--- config.mk ---
export PLATFORM = sky130hd
export DESIGN_NAME = neuron_feed_flat
export DESIGN_NICKNAME = d
export VERILOG_FILES = /design/src/rtl/neuron_feed_if.sv /design/src/rtl/neuron_feed.sv /design/src/flat_wrapper.sv
export SDC_FILE = /design/constraint.sdc
export NUM_CORES = 1
export LEC_CHECK = 0
export CORE_MARGIN = 4
export CORE_UTILIZATION = 39
export CTS_CLUSTER_SIZE = 30
export DETAILED_ROUTE_END_ITERATION = 10
export GPL_ROUTABILITY_DRIVEN = 0
export GPL_TIMING_DRIVEN = 0
export PLACE_DENSITY_LB_ADDON = 0.2
export SETUP_SLACK_MARGIN = 0.5
export SYNTH_ARGS = -nofsm -noshare
export SYNTH_HDL_FRONTEND = slang
export SYNTH_SLANG_ARGS = --single-unit
--- constraint.sdc ---
create_clock -name clk -period 1.9 [get_ports clk]
set_input_delay 0.38 -clock clk [delete_from_list [all_inputs] [get_ports clk]]
set_output_delay 0.38 -clock clk [all_outputs]
set_load 0.03 [all_outputs]
--- src/rtl/neuron_feed_if.sv ---
// Sample word type plus the stream/sample bundle between the feeder and its neighbours.
// No logic here: zero2one_t is an unsigned 0..1 fixed-point value, 8 fractional bits.
// slave = feeder (consumes stream, drives sample); master = upstream/downstream side.
package neuron_feed_pkg;
    typedef logic [7:0] zero2one_t;
endpackage

interface neuron_feed_if #(
    parameter int N = 16
) ();
    import neuron_feed_pkg::*;

    logic                  s_valid;
    logic                  s_ready;
    zero2one_t             s_data;
    logic                  s_last;

    logic                  valid;
    logic                  learn;
    zero2one_t [N-1:0]     in;
    zero2one_t             expected_out;

    modport slave (
        input  s_valid, s_data, s_last,
        output s_ready,
        output valid, learn, in, expected_out
    );

    modport master (
        output s_valid, s_data, s_last,
        input  s_ready,
        input  valid, learn, in, expected_out
    );
endinterface

--- src/rtl/neuron_feed.sv ---
// Assembles N stream words + one s_last expected word into a parallel training sample; NEURON_FEED_STATS_EN adds frame/error counters.
// Latency: valid rises 1 cycle after the last word is accepted, held max(hold_cycles,1) cycles, then 1 gap cycle.
// Backpressure: s_ready is registered and low while presenting/gapping; malformed frames are dropped with a frame_err pulse.
module neuron_feed
    import neuron_feed_pkg::*;
#(
    parameter int N      = 16,
    parameter int HOLD_W = 8
) (
    input  logic              clk,
    input  logic              rst_n,
    neuron_feed_if.slave      bus,
    input  logic              learn_en,
    input  logic [HOLD_W-1:0] hold_cycles,
    output logic              frame_err
`ifdef NEURON_FEED_STATS_EN
    ,
    output logic [15:0]       frame_cnt,
    output logic [7:0]        err_cnt
`endif
);

    localparam int IDX_W = (N > 1) ? $clog2(N) : 1;

    typedef enum logic [2:0] {
        FILL,
        EXPECT,
        DRAIN,
        PRESENT,
        GAP
    } state_t;

    state_t            state_q, state_d;
    logic [IDX_W-1:0]  idx_q, idx_d;
    logic [HOLD_W-1:0] cnt_q, cnt_d;
    zero2one_t [N-1:0] in_q, in_d;
    zero2one_t         exp_q, exp_d;
    logic              learn_q, learn_d;
    logic              valid_q, valid_d;
    logic              s_ready_q, s_ready_d;
    logic              frame_err_q, frame_err_d;
    logic              accept;

`ifdef NEURON_FEED_STATS_EN
    logic [15:0]       frame_cnt_q, frame_cnt_d;
    logic [7:0]        err_cnt_q, err_cnt_d;
`endif

    assign accept = bus.s_valid && s_ready_q;

    always_comb begin
        state_d     = state_q;
        idx_d       = idx_q;
        cnt_d       = cnt_q;
        in_d        = in_q;
        exp_d       = exp_q;
        learn_d     = learn_q;
        frame_err_d = 1'b0;

        case (state_q)
            FILL: begin
                if (accept) begin
                    if (bus.s_last) begin
                        // Early last: in[] keeps whatever was overwritten so far.
                        frame_err_d = 1'b1;
                        idx_d       = '0;
                    end else begin
                        in_d[idx_q] = bus.s_data;
                        if (idx_q == IDX_W'(N - 1)) begin
                            idx_d   = '0;
                            state_d = EXPECT;
                        end else begin
                            idx_d = idx_q + IDX_W'(1);
                        end
                    end
                end
            end
            EXPECT: begin
                if (accept) begin
                    if (bus.s_last) begin
                        exp_d   = bus.s_data;
                        learn_d = learn_en;
                        cnt_d   = (hold_cycles == '0) ? HOLD_W'(1) : hold_cycles;
                        state_d = PRESENT;
                    end else begin
                        frame_err_d = 1'b1;
                        idx_d       = '0;
                        state_d     = DRAIN;
                    end
                end
            end
            DRAIN: begin
                if (accept && bus.s_last) begin
                    idx_d   = '0;
                    state_d = FILL;
                end
            end
            PRESENT: begin
                if (cnt_q <= HOLD_W'(1)) begin
                    cnt_d   = '0;
                    learn_d = 1'b0;
                    state_d = GAP;
                end else begin
                    cnt_d = cnt_q - HOLD_W'(1);
                end
            end
            GAP: begin
                idx_d   = '0;
                state_d = FILL;
            end
            default: begin
                idx_d   = '0;
                state_d = FILL;
            end
        endcase

        // Handshake/valid flops follow the next state so they line up with it.
        s_ready_d = (state_d == FILL) || (state_d == EXPECT) || (state_d == DRAIN);
        valid_d   = (state_d == PRESENT);
    end

`ifdef NEURON_FEED_STATS_EN
    always_comb begin
        frame_cnt_d = frame_cnt_q;
        err_cnt_d   = err_cnt_q;
        if (state_q == EXPECT && state_d == PRESENT) begin
            frame_cnt_d = frame_cnt_q + 16'd1;
        end
        if (frame_err_d && err_cnt_q != 8'hFF) begin
            err_cnt_d = err_cnt_q + 8'd1;
        end
    end

    always_ff @(posedge clk or negedge rst_n) begin
        if (!rst_n) begin
            frame_cnt_q <= '0;
            err_cnt_q   <= '0;
        end else begin
            frame_cnt_q <= frame_cnt_d;
            err_cnt_q   <= err_cnt_d;
        end
    end

    assign frame_cnt = frame_cnt_q;
    assign err_cnt   = err_cnt_q;
`endif

    always_ff @(posedge clk or negedge rst_n) begin
        if (!rst_n) begin
            state_q     <= FILL;
            idx_q       <= '0;
            cnt_q       <= '0;
            in_q        <= '0;
            exp_q       <= '0;
            learn_q     <= 1'b0;
            valid_q     <= 1'b0;
            s_ready_q   <= 1'b0;
            frame_err_q <= 1'b0;
        end else begin
            state_q     <= state_d;
            idx_q       <= idx_d;
            cnt_q       <= cnt_d;
            in_q        <= in_d;
            exp_q       <= exp_d;
            learn_q     <= learn_d;
            valid_q     <= valid_d;
            s_ready_q   <= s_ready_d;
            frame_err_q <= frame_err_d;
        end
    end

    assign bus.s_ready      = s_ready_q;
    assign bus.valid        = valid_q;
    assign bus.learn        = learn_q;
    assign bus.in           = in_q;
    assign bus.expected_out = exp_q;
    assign frame_err        = frame_err_q;

endmodule

--- src/flat_wrapper.sv ---
// flat-port wrapper written by rule: the top's interface ports become plain ports
module neuron_feed_flat import neuron_feed_pkg::*;
#(
    parameter int N      = 16,
    parameter int HOLD_W = 8
)
  (clk, rst_n, learn_en, hold_cycles, frame_err, bus_s_valid, bus_s_data, bus_s_last, bus_s_ready, bus_valid, bus_learn, bus_in, bus_expected_out);
  neuron_feed_if #(.N(N)) bus_i ();
  input  logic clk;
  input  logic rst_n;
  input  logic learn_en;
  input  logic [HOLD_W-1:0] hold_cycles;
  output logic frame_err;
  input wire logic [$bits(bus_i.s_valid)-1:0] bus_s_valid;
  input wire logic [$bits(bus_i.s_data)-1:0] bus_s_data;
  input wire logic [$bits(bus_i.s_last)-1:0] bus_s_last;
  output wire logic [$bits(bus_i.s_ready)-1:0] bus_s_ready;
  output wire logic [$bits(bus_i.valid)-1:0] bus_valid;
  output wire logic [$bits(bus_i.learn)-1:0] bus_learn;
  output wire logic [$bits(bus_i.in)-1:0] bus_in;
  output wire logic [$bits(bus_i.expected_out)-1:0] bus_expected_out;
  assign bus_i.s_valid = bus_s_valid;
  assign bus_i.s_data = bus_s_data;
  assign bus_i.s_last = bus_s_last;
  assign bus_s_ready = bus_i.s_ready;
  assign bus_valid = bus_i.valid;
  assign bus_learn = bus_i.learn;
  assign bus_in = bus_i.in;
  assign bus_expected_out = bus_i.expected_out;
  neuron_feed #(.N(N), .HOLD_W(HOLD_W)) u_core (.clk(clk), .rst_n(rst_n), .bus(bus_i), .learn_en(learn_en), .hold_cycles(hold_cycles), .frame_err(frame_err));
endmodule
* Word-level counts from Yosys, hierarchy flattened *
Index checks and enable logic that the tools add are counted.

cells by class
  equality and inequality tests = 13
  magnitude comparators = 3
  multiplexer cells = 32
  bitwise gates (word level) = 2
  add/sub/neg operators = 2
  reduce and logical (&&, ||, !) cells = 14

operators with widths
  kind                                                         number
  bitwise mux 128 bit                                          1
  two-way mux 8 bit                                            5
  demux 8 bit (select 4 bit)                                   1
  two-way mux 4 bit                                            6
  two-way mux 3 bit                                            6
  case mux 4 bit (4 select lines)                              1
  case mux 8 bit (2 select lines)                              1
  == test 3 x 2 -> 1 bit (second input constant)               4
  case mux 3 bit (4 select lines)                              1
  AND reduction 3 bit                                          3
  <= comparator 8 x 1 -> 1 bit (second input constant)         1
  zero test 8 bit                                              1
  two-way mux 1 bit                                            8
  inequality test 2 x 1 -> 1 bit (second input constant)       4
  subtractor 8 x 1 -> 8 bit (second input constant)            1
  == test 3 x 1 -> 1 bit (second input constant)               2
  zero test 3 bit                                              2
  less-than comparator 4 x 5 -> 1 bit (second input constant)  1
  AND reduction 5 bit                                          1
  adder 4 x 1 -> 4 bit (second input constant)                 1
  == test 4 bit (second input constant)                        1
  >= comparator 4 x 1 -> 1 bit (second input constant)         1
  inequality test 2 bit (second input constant)                2
  case mux 1 bit (2 select lines)                              2
  5 further kinds                                              9

storage, ports and cells
  word-level logic and storage cells = 90
  bits of input ports = 21
  output and inout bits = 140
  flip-flop bits (word level) = 155

* Depth between registers and ports, before layout *
Gate-level depths: netlist (run 1).

  depth after elaboration = 8
  mapped depth = 8
  mapped depth without buffers = 7

* Worst setup path before layout (run 1) *
No wires, ideal clock.

  path type = reg2reg
  start = reg u_core.state_q[2]
  end = reg u_core.in_q (netlist bit u_core.bus.in[79])
  data required time = 1.772 ns
  clock period less this slack = 1.997 ns
  setup time = 0.128 ns
  path buffers = 1
  arrival = 1.869 ns
  cell stages (with the launch flop) = 6
  path slack = -0.097 ns
  cell sequence = dfrtp_1 buf_6 or4_4 nor4_4 nand2_2 mux2_1

on the way
  longest elaborated chain between the ends = 2

RTL lines
  element                        RTL line            RTL
  from (decl)                    neuron_feed.sv:33   state_t state_q, state_d;
  from (signal assigned)         neuron_feed.sv:160  state_q <= state_d;
  zero test 3 bit                neuron_feed.sv:60   case (state_q)
  AND reduction 3 bit (no line)  --
  to (signal assigned)           neuron_feed.sv:163  in_q <= in_d;
  to (decl)                      neuron_feed.sv:36   zero2one_t [N-1:0] in_q, in_d;

Every way passes these cells.
A chain may end at the register's enable or synchronous reset.

* Worst setup path after layout (run 1) *
  start = reg u_core.state_q[2]
  end = reg u_core.in_q (netlist bit u_core.bus.in[17])

Same word-level chain as after synthesis.

==> flow_summary.ini, run 1 <==
[status]
outcome = finished with violations
violations = negative hold slack, negative setup slack

[clock_tree]
cts_tree = yes
cts_sinks = 155
clockBufferDepth = 2
ctsHtreeMaxLevel = 4
cts_root_buf = clkbuf_16
cts_buffers = 17
path_clk_slew_ns = 0.06
insertion_delay_ns = 0.42

[sta]
slew_headroom_pct = 48.0
drv_slew = 0
finalCritPeriodShare_pct = 104
hold-worst-slack_ns = -0.0310
worst_pin_slew_ns = 0.780
fmax_mhz = 505
hold_violations = 12
fin_skew_ns = 0.0105
rsz0062_at_grt = yes
fin_ws_ns = -0.0792
setup_viol = 87
min_period_ns = 1.98

[drt]
vias = 4527
viasPerCell = 5.12
wl_met3_mm = 1.09
top_layer = met4
routed-wl-met2_mm = 8.75
drtAntennaViolNets = 0
drc = 0
drt_wl_total_mm = 17.4
wl_met1_mm = 7.34
routedWlPerCell_um = 19.6
firstDrtPassIters = 4
drt_iter0_drc = 277

[synthesis]
seq_area_frac_synth_pct = 59.7
synth_area_sq_mm = 0.00650
ys_top_cells_by_count = 155 x dfrtp_1, 135 x mux2_2, 14 x clkbuf_1, 14 x nor2_1, 13 x o21ai_0
ys_types = 53
synth-main-ff-cell = dfrtp_1
netlist.area_leader.share_pct = 59.7
yosysWarningCount = 0
yosysMostFrequentCell = dfrtp_1
ys_top_cells_by_area = dfrtp_1 60%, mux2_2 23%, nand3_4 2.7%
syn_inst = 443
syn_nets = 472
async_flop_share_pct = 100
ys_seq_elements = 155
avgSynthCellArea_sq_um = 14.7
synth_edf_count = 0
yosysTopAreaCell = dfrtp_1

[die]
std_cell_rows = 46
dieArea_sq_mm = 0.0188
die_w_um = 137
boundaryPins = 161
floorplan.initialDensity_pct = 40.3
design.core.area_sq_mm = 0.0161
dieHeight_um = 137

[critical_path]
crit_type = register to register
cp-end-kind = register
reg2regPathDepth = 6
cpPeakStageDelay_ns = 0.46
cp_data_required_time_ns = 2.20
setup.worst_path.start_class = register
path_depth = 6
worstPathCellList = buf_6 -> or4_4 -> nor2_4 -> clkbuf_16 -> nand3_4 -> mux2_2
cp_max_fo = 8
critical_path.slowest_cell = or4_4
reg2reg_slack_ns = -0.08
path_buf_inv = 2
crit_family = simple AND/OR/NAND/NOR gates
r2r-end = u_core.bus.in[17]
worstPathArrival_ns = 2.28
rr_startpoint = u_core.state_q[2]

[place]
place_inst = 820
port-buffer-count = 160
dp_hpwl_mm = 11.4

[global_route]
grt_antenna_before_repair = 1
grt_pass1_vias = 4584
overflow = 0
grt_max_degree = 79
grt_first_pass_wirelength_mm = 25.9
grt_use_total_pct = 18.2

[finish]
drive_above_1_share_pct = 60.7
area_growth_pct = 39.7
final_cells = 884
final_net_count = 683

[power]
cellLeakagePower_nw = 4.65
p_per_area_mw_per_mm2 = 1010
ir_worst_vdd_v = 0.000620

[min_path]
hp-class = input pin to asynchronous set/reset pin

[job]
drv_cap = 0
## per-stage QoR
step / cell area [sq um] / setup TNS [ns] / worst slack [ns] / util [%] / power [mW]
CTS: 8980 / -4.79 / -0.0988 / 55.7 / 9.39
global placement: 8470 / -971.13 / -6.27 / 52.5 / 6.37
global route: 9080 / -10.74 / -0.157 / 56.4 / 9.57
detailed placement: 8500 / -94.29 / -0.876 / 52.7 / 6.44
finish: 9080 / -4.26 / -0.0792 / 56.4 / 9.18
floorplan: 6600 / -0.438 / -0.0488 / - / 5.28
## flip-flops by register name, indices dropped and copies added (netlist names)
register                 count
u_core.bus.valid             1
u_core.bus.expected_out      8
u_core.bus.in              128
u_core.bus.s_ready           1
u_core.cnt_q                 8
u_core.idx_q                 4
u_core.state_q               3
u_core.frame_err             1
u_core.bus.learn             1
## kinds of logic after synthesis
family,synth area share (%)
compound gates,4.35
mux,24.0
buf+inv,1.92
simple gates,8.51
flops,59.7
fa+ha+maj,1.54
## worst register-to-register path, cell delays in order (launching register included)
cell,delay (ns)
dfrtp_1,0.37
buf_6,0.12
or4_4,0.46
nor2_4,0.20
clkbuf_16,0.20
nand3_4,0.16
mux2_2,0.34
## final cells by class
class                           count  area [sq um]
Fill cell                        1354          7030
Sequential cell                   155          3880
Multi-Input combinational cell    262          2850
Timing Repair Buffer              191          1350
Clock buffer                       23           468
Tap cell                          216           270
Buffer                             19           160
Clock inverter                      9          66.3
Inverter                            8          30.0
Antenna cell                        1          2.50
## layer usage
layer  up-vias  GRT usage, %
met2       159          30.4
met1      2314          23.3
met3        16          5.40
met5         -             0
met4         0          4.60
li1       2038             -
## worst max path at each step
stage / to / slack (ns) / start
3_5_place_dp: u_core.bus.in[79] / -0.88 / bus_s_last
3_3_place_gp: u_core.bus.s_ready / -6.27 / rst_n
6_report: u_core.bus.in[17] / -0.08 / u_core.state_q[2]
5_1_grt: u_core.bus.in[7] / -0.16 / u_core.state_q[2]
2_1_floorplan: u_core.bus.in[79] / -0.05 / bus_s_last
4_1_cts: u_core.bus.in[33] / -0.1 / u_core.state_q[2]
## repair_timing
item,in CTS,in global routing
setup endpoints to repair,295,259
buffers inserted,14,14
pin swaps,8,17
cloned,0,3
hold buffers,0,0
resized for setup,379,317
## cell usage in the layout, fill, tap and decap left out, drive strengths merged, types with 2 or more instances in the layout
cell type / count
nand4: 3
o31ai: 2
mux2: 136
a21o: 4
o21ai: 15
clkbuf: 79
a22o: 2
and2: 3
a2bb2oi: 3
clkinvlp: 4
o2bb2ai: 2
a211oi: 2
nand2b: 2
a21oi: 5
or3: 4
nand2: 13
or4: 2
nand3: 14
dlygate4sd2: 2
clkdlybuf4s50: 17
nand3b: 2
inv: 9
nor4: 5
nor2: 15
mux2i: 3
clkinv: 4
nor3: 4
ha: 8
dfrtp: 155
buf: 135
nor2b: 2
## power breakdown
group / internal [mW] / total [mW] / switching (mW)
sequential: 3.71 / 3.95 / 0.240
combinational: 0.782 / 2.17 / 1.39
clock: 1.74 / 3.05 / 1.31
Power figures use the tool's default switching activity.
==> run 2, diff against run 1 <==
==> constraint.sdc (replaced) <==
create_clock -name clk -period 1.9 [get_ports clk]
set_input_delay 0.38 -clock clk [delete_from_list [all_inputs] [get_ports clk]]
set_output_delay 0.38 -clock clk [all_outputs]
set_load 0.005 [all_outputs]
==> run 2 against run 1 <==
  * First-iteration DRC count is 19% lower
  * Via count up 4.3%
  * Total power shrank 2.0%
  * Critical endpoint is now u_core.bus.in[20]
  * Global-route usage grew 1.4 points
  * The flow still finishes with violations (negative hold slack, negative setup slack)
  * Count of clock-buffer cells in the layout fell by 4
  * Non-clock buffer count increased by 39
  * Largest cell class unchanged
  * Register-to-register slack about the same
  * Routed wire length up 4.0%
  * Cell count increased by 4.4%
==> flow_summary.ini, run 2 (synthesized netlist as in run 1, its figures left out) <==
[critical_path]
cpPeakStageDelay_ns = 0.64
cp-end-kind = register
setup.worst_path.start_class = input pin
r2r-end = u_core.bus.in[20]
cp_data_required_time_ns = 2.20
worstPathCellList = dlygate4sd2_1 -> or4_4 -> nor2_4 -> buf_12 -> nand3_4 -> mux2_4
crit_start = bus_s_last
crit_path_end = u_core.bus.in[20]
critical_path.slowest_cell = or4_4
worstPathArrival_ns = 2.28
reg2regPathDepth = 6
cp_max_fo = 8
reg2reg_slack_ns = -0.08
rr_startpoint = u_core.state_q[2]
crit_type = input pin to register

[clock_tree]
cts_sinks = 155
clockBufferDepth = 2
insertion_delay_ns = 0.42
path_clk_slew_ns = 0.06
cts_root_buf = clkbuf_16
cts_tree = yes
ctsHtreeMaxLevel = 4
cts_buffers = 17

[sta]
setup_tns_ns = -4.58
setup_viol = 123
hold-worst-slack_ns = -0.0725
finalCritPeriodShare_pct = 105
slew_headroom_pct = 48.0
drv_slew = 0
min_period_ns = 1.99
hold_violations = 58
worst_pin_slew_ns = 0.780
fin_ws_ns = -0.0869
rsz0062_at_grt = yes
fmax_mhz = 503
fin_skew_ns = 0.00622

[global_route]
grt_antenna_before_repair = 1
grt_max_degree = 92
grt_use_total_pct = 19.6
grt_pass1_vias = 4968
overflow = 0
grt_first_pass_wirelength_mm = 27.9

[place]
place_area_sq_mm = 0.00850
port-buffer-count = 160
dp_hpwl_mm = 11.3
place_inst = 820

[finish]
final_util_pct = 58.7
final_cells = 923
drive_above_1_share_pct = 61.5
postLayoutCellArea_sq_mm = 0.00946
layout_commonest_cell = dfrtp_1
area_growth_pct = 45.5
final_cell_mix = 152 x dfrtp_1, 126 x mux2_2, 91 x buf_2
largest_register_ffs = 128
final_net_count = 722

[die]
std_cell_rows = 46
boundaryPins = 161
design.core.area_sq_mm = 0.0161
die_w_um = 137
dieHeight_um = 137
floorplan.initialDensity_pct = 40.3
dieArea_sq_mm = 0.0188

[drt]
firstDrtPassIters = 4
drc = 0
drtAntennaViolNets = 0
routedWlPerCell_um = 19.6
vias = 4722
drt_wl_total_mm = 18.1
viasPerCell = 5.12
drt_iter0_drc = 225

[job]
drv_cap = 0

[power]
cellLeakagePower_nw = 5.07
p_per_area_mw_per_mm2 = 951
ir_worst_vdd_v = 0.000560

[min_path]
hp-class = input pin to asynchronous set/reset pin

[status]
violations = negative hold slack, negative setup slack
outcome = finished with violations
[run 2: cell types whose count changed in the layout (fill, tap and decap cells not counted), sizes merged]
cell and delta:
clkdlybuf4s15 +1, buf +32, clkinv +1, inv +2, dlymetal6s2s +10, bufinv +4, dlygate4sd3 +1, clkinvlp -3
clkbuf -9
[run 2: layer usage]
metal,track usage [%],routed length [um],vias to the layer above
met3,5.11,995,22
met5,0,0,-
li1,-,-,2119
met4,5.93,261,0
met1,25.2,7650,2454
met2,32.7,9150,127
[run 2: power by group]
group / internal, mW / total (mW) / switching [mW]
combinational: 0.795 / 1.43 / 0.632
sequential: 3.71 / 3.94 / 0.230
clock: 2.28 / 3.63 / 1.35
total: 6.78 / 8.99 / 2.21
[run 2: worst min-delay path by stage]
stage	endpoint	slack, ns
4_1_cts	u_core.bus.in[46]	-0.04
3_3_place_gp	u_core.bus.in[116]	0.49
2_1_floorplan	u_core.bus.expected_out[0]	0.08
6_report	u_core.bus.in[43]	-0.07
5_1_grt	u_core.bus.valid	-0.02
3_5_place_dp	u_core.bus.in[46]	0.41
[run 2: layout make-up]
| type | instances | area (sq um) |
|---|---|---|
| antenna | 1 | 2.50 |
| buffer | 19 | 180 |
| clock buffer | 19 | 453 |
| clock inverter | 13 | 186 |
| fill | 1307 | 6660 |
| inverter | 8 | 30.0 |
| multi-input combinational | 262 | 2860 |
| sequential | 155 | 3880 |
| tap | 216 | 270 |
| timing repair buffer | 230 | 1590 |
[run 2: critical path, delay by kind of cell]
kind                   cells  cell delay (ns)
and+or+nand+nor            3             1.01
buffers and inverters      2             0.52
muxes                      1             0.37
[run 2: what timing repair did]
item,CTS,global route
hold endpoints to repair,64,6
buffers inserted,50,17
pin swaps,19,17
resized for setup,504,81
gates cloned,1,1
endpoints found under the setup margin,295,205
[run 2: through the flow]
stage	power (mW)	setup WS [ns]
6_report	8.99	-0.0869
5_1_grt	9.38	-0.136
4_1_cts	9.10	-0.0909
3_5_place_dp	5.65	-0.857
3_3_place_gp	5.59	-5.70
2_1_floorplan	4.51	-0.0488
==> run 3, diff against run 2 <==
==> constraint.sdc (replaced) <==
create_clock -name clk -period 1.9 [get_ports clk]
set_input_delay 0.19 -clock clk [delete_from_list [all_inputs] [get_ports clk]]
set_output_delay 0.19 -clock clk [all_outputs]
set_load 0.005 [all_outputs]
==> run 3 against run 2 <==
  * The run ends with negative setup slack left
  * Critical path depth did not move
  * Global-route usage fell by 1.0 points
  * Sequential share of layout area fell by 0.21 points
  * First-iteration DRC count fell by 32%
  * Largest power group unchanged
  * Register-to-register slack improved by 0.02 ns
  * Utilization rose by 0.26 points
==> flow_summary.ini, run 3 (synthesized netlist as in run 1, its figures left out) <==
[status]
outcome = finished with violations
violations = negative setup slack

[min_path]
hp-class = input pin to register

[finish]
drive_above_1_share_pct = 39.2
final_cells = 885
largest_register_ffs = 128
postLayoutCellArea_sq_mm = 0.00950
final_cell_mix = 154 x dfrtp_1, 137 x dlygate4sd2_1, 125 x mux2_2
final_net_count = 686
area_growth_pct = 46.1
final_util_pct = 59.0
layout_commonest_cell = dfrtp_1
diodes = 0

[die]
dieHeight_um = 137
boundaryPins = 161
die_w_um = 137
floorplan.initialDensity_pct = 40.3
design.core.area_sq_mm = 0.0161
std_cell_rows = 46
dieArea_sq_mm = 0.0188

[global_route]
grt_antenna_before_repair = 0
grt_max_degree = 99
grt_pass1_vias = 4702
overflow = 0
grt_first_pass_wirelength_mm = 26.4
grt_use_total_pct = 18.6

[sta]
slew_headroom_pct = 48.3
fin_ws_ns = -0.0629
fin_skew_ns = 0.00680
worst_pin_slew_ns = 0.775
drv_slew = 0
hold_violations = 0
min_period_ns = 1.96
finalCritPeriodShare_pct = 103
setup_tns_ns = -1.90
fmax_mhz = 509
setup_viol = 79
rsz0062_at_grt = yes
hold-worst-slack_ns = 0.336

[clock_tree]
clockBufferDepth = 2
cts_sinks = 155
path_clk_slew_ns = 0.06
cts_root_buf = clkbuf_16
cts_buffers = 17
ctsHtreeMaxLevel = 4
cts_tree = yes
insertion_delay_ns = 0.42

[power]
p_total_mw = 8.46
ir_worst_vdd_v = 0.000593
p_per_area_mw_per_mm2 = 891
cellLeakagePower_nw = 5.08

[critical_path]
cp_max_fo = 8
critical_path.slowest_cell = or4_4
worstPathCellList = buf_6 -> or4_4 -> nor2_4 -> buf_12 -> nand3_4 -> mux2_4
cpPeakStageDelay_ns = 0.46
setup.worst_path.start_class = register
cp-end-kind = register
cp_data_required_time_ns = 2.20
path_buf_inv = 2
worstPathArrival_ns = 2.26
crit_family = simple AND/OR/NAND/NOR gates
crit_type = register to register

[drt]
drt_iter0_drc = 154
drtAntennaViolNets = 0
firstDrtPassIters = 4
viasPerCell = 5.05
vias = 4473
routedWlPerCell_um = 19.2
drc = 0
drt_wl_total_mm = 17.0

[place]
port-buffer-count = 160
place_inst = 820
place_area_sq_mm = 0.00847
dp_slack_ns = -0.621
dp_hpwl_mm = 11.1

[job]
drv_cap = 0
## run 3: path summary, 6_finish.rpt
path                                   start           endpoint  slack, ns  cells past startpoint
max                        u_core.state_q[2]  u_core.bus.in[42]      -0.06                      6
min in group asynchronous              rst_n  u_core.bus.in[28]       0.42                      2
min                               bus_s_last    u_core.idx_q[1]       0.34                      4
min reg2reg                 u_core.bus.in[6]   u_core.bus.in[6]       0.50                      1
max reg2reg                u_core.state_q[2]  u_core.bus.in[42]      -0.06                      6
max in group asynchronous              rst_n  u_core.bus.in[92]       0.72                      3
## run 3: what timing repair did
item / 4_1_cts / 5_1_grt
cloned: 1 / 1
endpoints found under the hold margin: 97 / 0
hold buffers: 1 / 0
buffers inserted: 29 / 2
pin swaps: 18 / 8
resized for setup: 194 / 32
endpoints found under the setup margin: 295 / 214
## run 3: worst reg2reg max path: cells and delay by family, from the launching register on
kind,cells,cell delay [ns]
and+or+nand+nor,3,0.82
DFF,1,0.37
muxes,1,0.37
buffers and inverters,2,0.28
## run 3: cell type report
class	instances	area [sq um]
clock buffers	20	447
multi-input cells	262	2840
flip-flops and latches	155	3880
clock inverters	11	97.6
repair buffers	194	1770
plain buffers	19	166
well taps	216	270
inverters	8	30.0
fillers	1299	6620
## run 3: power breakdown
| part | leakage (nW) | total [mW] | internal, mW | switching (mW) |
|---|---|---|---|---|
| sequential | 2.09 | 3.92 | 3.71 | 0.212 |
| combinational | 2.73 | 1.40 | 0.811 | 0.587 |
| clock | 0.258 | 3.14 | 1.82 | 1.32 |
| total | 5.08 | 8.46 | 6.34 | 2.12 |
## run 3: routing by layer
| layer | routed length (um) | up-vias | part of all wire, % | global-route usage [%] |
|---|---|---|---|---|
| li1 | - | 2034 | - | - |
| met1 | 7300 | 2279 | 43 | 24.1 |
| met2 | 8350 | 141 | 49 | 30.1 |
| met3 | 1120 | 19 | 6.6 | 5.22 |
| met4 | 262 | 0 | 1.5 | 6.26 |
| met5 | 0 | - | 0 | 0 |
